`src/rtl/snoop_sched_pkg.sv`:
```
// ============================================================================
// snoop_sched_pkg : shared types and constants for the snoop-bus scheduler
// Rev 1.0
// ============================================================================
`default_nettype none

package snoop_sched_pkg;

  localparam int NUM_CPUS             = 4;
  localparam int SNOOP_SCHED_MAX_HOLD = 64;

  typedef enum logic [1:0] {
    IDLE    = 2'd0,
    GRANT   = 2'd1,
    HOLD    = 2'd2,
    RELEASE = 2'd3
  } sched_state_t;

  // Index width that stays legal for a single requester.
  function automatic int idx_w(input int n);
    return (n > 1) ? $clog2(n) : 1;
  endfunction

endpackage

`default_nettype wire

```
`src/rtl/snoop_sched_if.sv`:
```
// ============================================================================
// snoop_sched_if : request/busy handshake and grant bus of the snoop scheduler
// Rev 1.0
// ============================================================================
`default_nettype none

interface snoop_sched_if #(
  parameter int NUM_REQ = snoop_sched_pkg::NUM_CPUS
) ();

  localparam int IDW = snoop_sched_pkg::idx_w(NUM_REQ);

  logic [NUM_REQ-1:0] req;
  logic [NUM_REQ-1:0] busy;
  logic [NUM_REQ-1:0] gnt;
  logic [IDW-1:0]     gnt_id;
  logic               gnt_valid;
  logic               timeout_err;

  // Cache-controller side
  modport master (
    output req, busy,
    input  gnt, gnt_id, gnt_valid, timeout_err
  );

  // Scheduler side
  modport slave (
    input  req, busy,
    output gnt, gnt_id, gnt_valid, timeout_err
  );

endinterface

`default_nettype wire

```
`src/rtl/snoop_sched_rr_pick.sv`:
```
// ============================================================================
// rr_pick : combinational rotating-priority picker, first set request above last
// Rev 1.0
// ============================================================================
`default_nettype none

module rr_pick #(
  parameter int NUM_REQ = 4,
  parameter int IDW     = 2
) (
  input  logic [NUM_REQ-1:0] req_i,
  input  logic [IDW-1:0]     last_i,
  output logic [NUM_REQ-1:0] onehot_o,
  output logic [IDW-1:0]     idx_o,
  output logic               any_o
);

  logic [IDW-1:0] w_k;

  always_comb begin
    onehot_o = '0;
    idx_o    = '0;
    any_o    = 1'b0;
    w_k      = '0;
    for (int i = 1; i <= NUM_REQ; i++) begin
      w_k = IDW'((int'(last_i) + i) % NUM_REQ);
      if (!any_o && req_i[w_k]) begin
        any_o         = 1'b1;
        idx_o         = w_k;
        onehot_o[w_k] = 1'b1;
      end
    end
  end

endmodule

`default_nettype wire

```
`src/rtl/snoop_sched.sv`:
```
// ============================================================================
// snoop_sched : round-robin snoop-bus scheduler, one held one-hot grant at a time
// Optional grant-hold timeout: define SNOOP_SCHED_TIMEOUT_EN.   Rev 1.0
// ============================================================================
`default_nettype none

module snoop_sched
  import snoop_sched_pkg::*;
#(
  parameter int NUM_REQ  = NUM_CPUS,
  parameter int MAX_HOLD = SNOOP_SCHED_MAX_HOLD
) (
  input  logic          clk_i,
  input  logic          rst_ni,
  snoop_sched_if.slave  bus
);

  localparam int IDW = idx_w(NUM_REQ);

  sched_state_t       state_q, state_d;
  logic [IDW-1:0]     last_q, last_d;
  logic [IDW-1:0]     win_q, win_d;
  logic [NUM_REQ-1:0] gnt_q, gnt_d;
  logic               valid_q, valid_d;
  logic               w_rel;

  logic [NUM_REQ-1:0] w_pick_oh;
  logic [IDW-1:0]     w_pick_idx;
  logic               w_pick_any;

  rr_pick #(
    .NUM_REQ (NUM_REQ),
    .IDW     (IDW)
  ) u_rr_pick (
    .req_i    (bus.req),
    .last_i   (last_q),
    .onehot_o (w_pick_oh),
    .idx_o    (w_pick_idx),
    .any_o    (w_pick_any)
  );

`ifdef SNOOP_SCHED_TIMEOUT_EN
  localparam int CNT_W = (idx_w(MAX_HOLD) + 1 > 8) ? idx_w(MAX_HOLD) + 1 : 8;
  logic [CNT_W-1:0] cnt_q, cnt_d;
  logic             tmo_q, tmo_d;
`endif

  always_comb begin
    state_d = state_q;
    last_d  = last_q;
    win_d   = win_q;
    gnt_d   = gnt_q;
    w_rel   = 1'b0;
`ifdef SNOOP_SCHED_TIMEOUT_EN
    tmo_d   = 1'b0;
    cnt_d   = '0;
`endif
    case (state_q)
      IDLE, RELEASE: begin
        gnt_d   = '0;
        state_d = IDLE;
        if (w_pick_any) begin
          state_d = GRANT;
          win_d   = w_pick_idx;
          gnt_d   = w_pick_oh;
        end
      end
      GRANT: begin
        if (bus.busy[win_q]) begin
          state_d = HOLD;
        end else if (!bus.req[win_q]) begin
          w_rel = 1'b1;
        end
      end
      HOLD: begin
        if (!bus.busy[win_q]) begin
          w_rel = 1'b1;
        end
      end
      default: begin
        state_d = IDLE;
        gnt_d   = '0;
      end
    endcase

`ifdef SNOOP_SCHED_TIMEOUT_EN
    // A natural release in the limit cycle wins and raises no error.
    if (state_q == GRANT || state_q == HOLD) begin
      cnt_d = cnt_q + 1'b1;
      if (!w_rel && cnt_q == CNT_W'(MAX_HOLD - 1)) begin
        w_rel = 1'b1;
        tmo_d = 1'b1;
      end
    end
`endif

    if (w_rel) begin
      state_d = RELEASE;
      gnt_d   = '0;
      last_d  = win_q;
    end
    valid_d = |gnt_d;
  end

  always_ff @(posedge clk_i or negedge rst_ni) begin
    if (!rst_ni) begin
      state_q <= IDLE;
      last_q  <= IDW'(NUM_REQ - 1);
      win_q   <= '0;
      gnt_q   <= '0;
      valid_q <= 1'b0;
    end else begin
      state_q <= state_d;
      last_q  <= last_d;
      win_q   <= win_d;
      gnt_q   <= gnt_d;
      valid_q <= valid_d;
    end
  end

`ifdef SNOOP_SCHED_TIMEOUT_EN
  always_ff @(posedge clk_i or negedge rst_ni) begin
    if (!rst_ni) begin
      cnt_q <= '0;
      tmo_q <= 1'b0;
    end else begin
      cnt_q <= cnt_d;
      tmo_q <= tmo_d;
    end
  end

  assign bus.timeout_err = tmo_q;
`else
  assign bus.timeout_err = 1'b0;
`endif

  assign bus.gnt       = gnt_q;
  assign bus.gnt_id    = win_q;
  assign bus.gnt_valid = valid_q;

endmodule

`default_nettype wire

```
`src/flat_wrapper.sv`:
```
// flat-port wrapper written by rule: the top's interface ports become plain ports
module snoop_sched_flat import snoop_sched_pkg::*;
#(
  parameter int NUM_REQ  = NUM_CPUS,
  parameter int MAX_HOLD = SNOOP_SCHED_MAX_HOLD
)
  (clk_i, rst_ni, bus_req, bus_busy, bus_gnt, bus_gnt_id, bus_gnt_valid, bus_timeout_err);
  snoop_sched_if #(.NUM_REQ(NUM_REQ)) bus_i ();
  input  logic clk_i;
  input  logic rst_ni;
  input wire logic [$bits(bus_i.req)-1:0] bus_req;
  input wire logic [$bits(bus_i.busy)-1:0] bus_busy;
  output wire logic [$bits(bus_i.gnt)-1:0] bus_gnt;
  output wire logic [$bits(bus_i.gnt_id)-1:0] bus_gnt_id;
  output wire logic [$bits(bus_i.gnt_valid)-1:0] bus_gnt_valid;
  output wire logic [$bits(bus_i.timeout_err)-1:0] bus_timeout_err;
  assign bus_i.req = bus_req;
  assign bus_i.busy = bus_busy;
  assign bus_gnt = bus_i.gnt;
  assign bus_gnt_id = bus_i.gnt_id;
  assign bus_gnt_valid = bus_i.gnt_valid;
  assign bus_timeout_err = bus_i.timeout_err;
  snoop_sched #(.NUM_REQ(NUM_REQ), .MAX_HOLD(MAX_HOLD)) u_core (.clk_i(clk_i), .rst_ni(rst_ni), .bus(bus_i));
endmodule
```
`config.mk`:
```
export PLATFORM = sky130hd
export DESIGN_NAME = snoop_sched_flat
export DESIGN_NICKNAME = d
export VERILOG_FILES = /design/src/rtl/snoop_sched_pkg.sv /design/src/rtl/snoop_sched_if.sv /design/src/rtl/snoop_sched_rr_pick.sv /design/src/rtl/snoop_sched.sv /design/src/flat_wrapper.sv
export SDC_FILE = /design/constraint.sdc
export NUM_CORES = 1
export LEC_CHECK = 0
export CAP_MARGIN = 10
export CELL_PAD_IN_SITES_DETAIL_PLACEMENT = 0
export CELL_PAD_IN_SITES_GLOBAL_PLACEMENT = 1
export CORE_AREA = 2 2 46 69
export DETAILED_ROUTE_END_ITERATION = 16
export DIE_AREA = 0 0 48 71
export GPL_TIMING_DRIVEN = 0
export PLACE_DENSITY = 0.83
export SLEW_MARGIN = 0
export SYNTH_ARGS = -nofsm -noshare
export SYNTH_HDL_FRONTEND = slang
export SYNTH_SLANG_ARGS = --single-unit
export TNS_END_PERCENT = 50
```
`constraint.sdc`:
```
create_clock -name clk_i -period 3.2 [get_ports clk_i]
set_input_delay 0.64 -clock clk_i [delete_from_list [all_inputs] [get_ports clk_i]]
set_output_delay 0.64 -clock clk_i [all_outputs]
set_load 0.01 [all_outputs]
```
==> reports/results.tsv <==
stage	metric	value	unit
worst_setup_path	Critical Path End Type	register	
floorplanning	Die ar.	3410	um2
sta	crit path time final	3110	ps
synth	Post-Syn Area	1090	um2
pwr	Clock power frac	9.7	%
route	max layer used	met4	
clock_tree	Clock transition at path regs	50	ps
route	Routed Antenna Nets	0	
finish	nets	160	
sta	Final period util	97.3	%
global_routing	grt total ovfl	0	
synth	share of the synthesized area in the top cell type	20.7	%
finish	final-layout fill cell count	278	
worst_setup_path	crit path DAT	3220	ps
route	metal1 wirelength	986	um
clock_tree	Clock Sinks	11	
worst_setup_path	crit path max fanout	10	
run	max_cap viols	0	
finish	Area Growth Syn to Fin	27.1	%
pwr	sw frac	42.4	%
route	drt drc	0	
synth	Synth Area per Inst	9.55	um2
clock_tree	H-tree levels	1	
sta	relative slew slack	50.2	%
synth	largest cells by area after synthesis	dfrtp_1 21%, ha_1 11%, mux4_2 8.3%	
synth	post-synth cell types	41	
pwr	Int Pwr	836	uW
synth	ys async rst share	100	%
clock_tree	CTS tree	yes	
finish	Layout Cells excl Fill	178	
route	routed vias/inst	5.43	
sta	Worst Skew	1.10	ps
floorplanning	die height	71	um
clock_tree	worst-skew pair later-pin latency	240	ps
floorplanning	Horiz. Die Dim	48	um
pwr	Pwr per Cell Area	1050	nW/um2
placement	detailed placer's ending HPWL	1950	um
sta	RSZ-0062 raised after global routing	no	
pwr	peak supply drop	0.347	mV
global_routing	first-pass GRT wire length	4370	um
clock_tree	CTS Root Cell	clkbuf_8	
outcome	status	complete, no violations	
floorplanning	Initial Util	38.2	%
sta	TNS Setup	0	ps
clock_tree	Inserted Clock Buffers	3	
clock_tree	CTS Buffer Depth	2	
route	Initial DRC Count	13	
synth	EDFF count, synth	0	
route	met2 wire len	1390	um
global_routing	largest net degree at the start of global routing	12	
global_routing	initial antenna violation count	0	
placement	# port buffers	16	
global_routing	total track usage	17.3	%
synth	ys flop type	dfrtp_1	
synth	Synthesized Nets	134	
sta	Pins Over Slew Limit	0	
finish	Antenna diodes	0	
synth	sequential fraction of the synthesis area	25.5	%
route	routed length on met3	74	um
sta	final hold vios	0	
sta	Setup-failing EPs final	0	
synth	synth warn	0	
pwr	Seq pwr share	19.2	%
pwr	Pleak	0.576	nW
route	DRT Pass-1 Iters	4	
placement	gpl congestion	0.772	
pwr	NetSw	615	uW
placement	placed cells	169	
hold_path	HP Class	reg2reg	
finish	share of layout cells above drive strength 1	21.6	%
route	WL final	2510	um
pwr	Gate power share	71.1	%
synth	flops & latches, synth	11	
route	vias	966	
worst_setup_path	crit start category	register	
floorplanning	core box area	2850	um2
worst_setup_path	Crit Path Category	reg2reg	
sta	Least-Margin Pin Slew	741	ps
sta	Fmax achieved	0.321	GHz
synth	cell taking the most area after synthesis	dfrtp_1	
route	routed len/inst	14.1	um
clock_tree	Post-CTS Hold Fix Bufs	0	
floorplanning	io pins	18	
worst_setup_path	CP required	3310	ps
floorplanning	# rows	24	
global_routing	vias in the first global route	1024	
synth	Syn Inst Count	114	
-- through the flow --
stage	worst slack (ps)	power [mW]	util (%)	cell area, um2	hold WS [ps]
floorplan	279	1.01	-	1090	344
global placement	-69.5	1.24	45.5	1300	545
detailed placement	-71.4	1.26	45.5	1300	574
CTS	70.6	1.43	47.6	1360	583
global route	3.61	1.57	48.5	1380	603
finish	87.3	1.45	48.5	1380	576
-- cells in the mapped netlist (2+ instances only) --
master,count
ha_1,10
nor2b_1,3
a221oi_2,2
a21oi_1,3
and2_1,3
clkbuf_1,2
clkbuf_8,2
nor2_1,11
inv_1,6
a221oi_1,4
mux4_2,4
nor3_1,5
dfrtp_1,9
buf_2,2
o21ai_0,5
nand2_1,7
mux2_2,2
a221o_1,3
nor3b_1,8
dfstp_2,2
-- power by group through the flow --
| stage | clock network [mW] | logic, mW | registers, mW |
|---|---|---|---|
| finish | 0.140 | 1.03 | 0.279 |
| global route | 0.147 | 1.14 | 0.290 |
| CTS | 0.141 | 1.00 | 0.282 |
| detailed placement | 0 | 0.968 | 0.293 |
| global placement | 0 | 0.949 | 0.291 |
| floorplan | 0 | 0.722 | 0.288 |
-- flip-flops by register name (all words and copies together) (netlist names) --
name	count
u_core.bus.gnt_id	2
u_core.bus.gnt_valid	1
u_core.last_q	2
u_core.bus.gnt	4
u_core.state_q	2
-- repair_timing --
action / CTS / global route
setup endpoints to repair: 1 / 1
pin swaps: 0 / 1
hold endpoints to repair: 0 / 0
gates resized for setup: 0 / 1
setup buffers: 2 / 3
-- path summary, 6_finish.rpt --
| kind | slack (ps) | start | end | depth (start not counted) |
|---|---|---|---|---|
| worst max-delay path | 90 | u_core.last_q[0] | u_core.bus.gnt_valid | 10 |
| worst min-delay path | 580 | u_core.bus.gnt[0] | u_core.bus.gnt[0] | 2 |
| worst max register to register | 90 | u_core.last_q[0] | u_core.bus.gnt_valid | 10 |
| worst min register to register | 580 | u_core.bus.gnt[0] | u_core.bus.gnt[0] | 2 |
| max in group asynchronous | 2140 | rst_ni | u_core.last_q[0] | 1 |
| min in group asynchronous | 720 | rst_ni | u_core.bus.gnt[3] | 1 |
-- area by class of cell --
type,count,area (um2),area share [%]
Multi-Input combinational cell,88,713,51.5
Inverter,6,26.3,1.90
Tap cell,39,48.8,3.53
Sequential cell,11,278,20.1
Buffer,9,75.1,5.42
Timing Repair Buffer,21,198,14.3
Clock buffer,4,45.0,3.25
-- cells by family (layout without fill, tap and decap cells) --
| group | count (synthesis) | count (layout) | share of synthesized area, % |
|---|---|---|---|
| buf+inv | 15 | 40 | 8.97 |
| other cells | 1 | 1 | 0.344 |
| compound gates | 25 | 25 | 18.6 |
| mux | 7 | 7 | 11.3 |
| simple gates | 45 | 45 | 23.8 |
| flops | 11 | 11 | 25.5 |
| fa+ha+maj | 10 | 10 | 11.5 |
-- worst max-delay path: stages, from the launching register on --
cell and delay, ps:
dfstp_2 550, buf_6 150, clkinvlp_4 130, ha_1 310, clkbuf_8 160, mux4_2 370
and2_1 190, a221o_1 270, a221oi_2 220, nor3b_1 100, or4_1 520
-- placed cells by master (no fill, tap or decap), drive strengths merged, types with 2 or more instances in the layout --
master         instances
nand2                  7
nor2b                  4
buf                    9
nor3b                  8
and2                   3
mux4                   4
clkbuf                 8
nor2                  11
nor3                   5
clkdlybuf4s50         17
mux2                   2
ha                    10
inv                    5
dfstp                  2
a21oi                  3
a221oi                 6
o21ai                  5
dfrtp                  9
a221o                  4
-- routing by layer --
layer  GRT usage (%)  up-vias
li1                -      464
met1            20.3      469
met2            29.0       25
met3            2.81        8
met4            7.51        0
met5               0        -
Note: power is estimated with default switching activity, not from simulation.
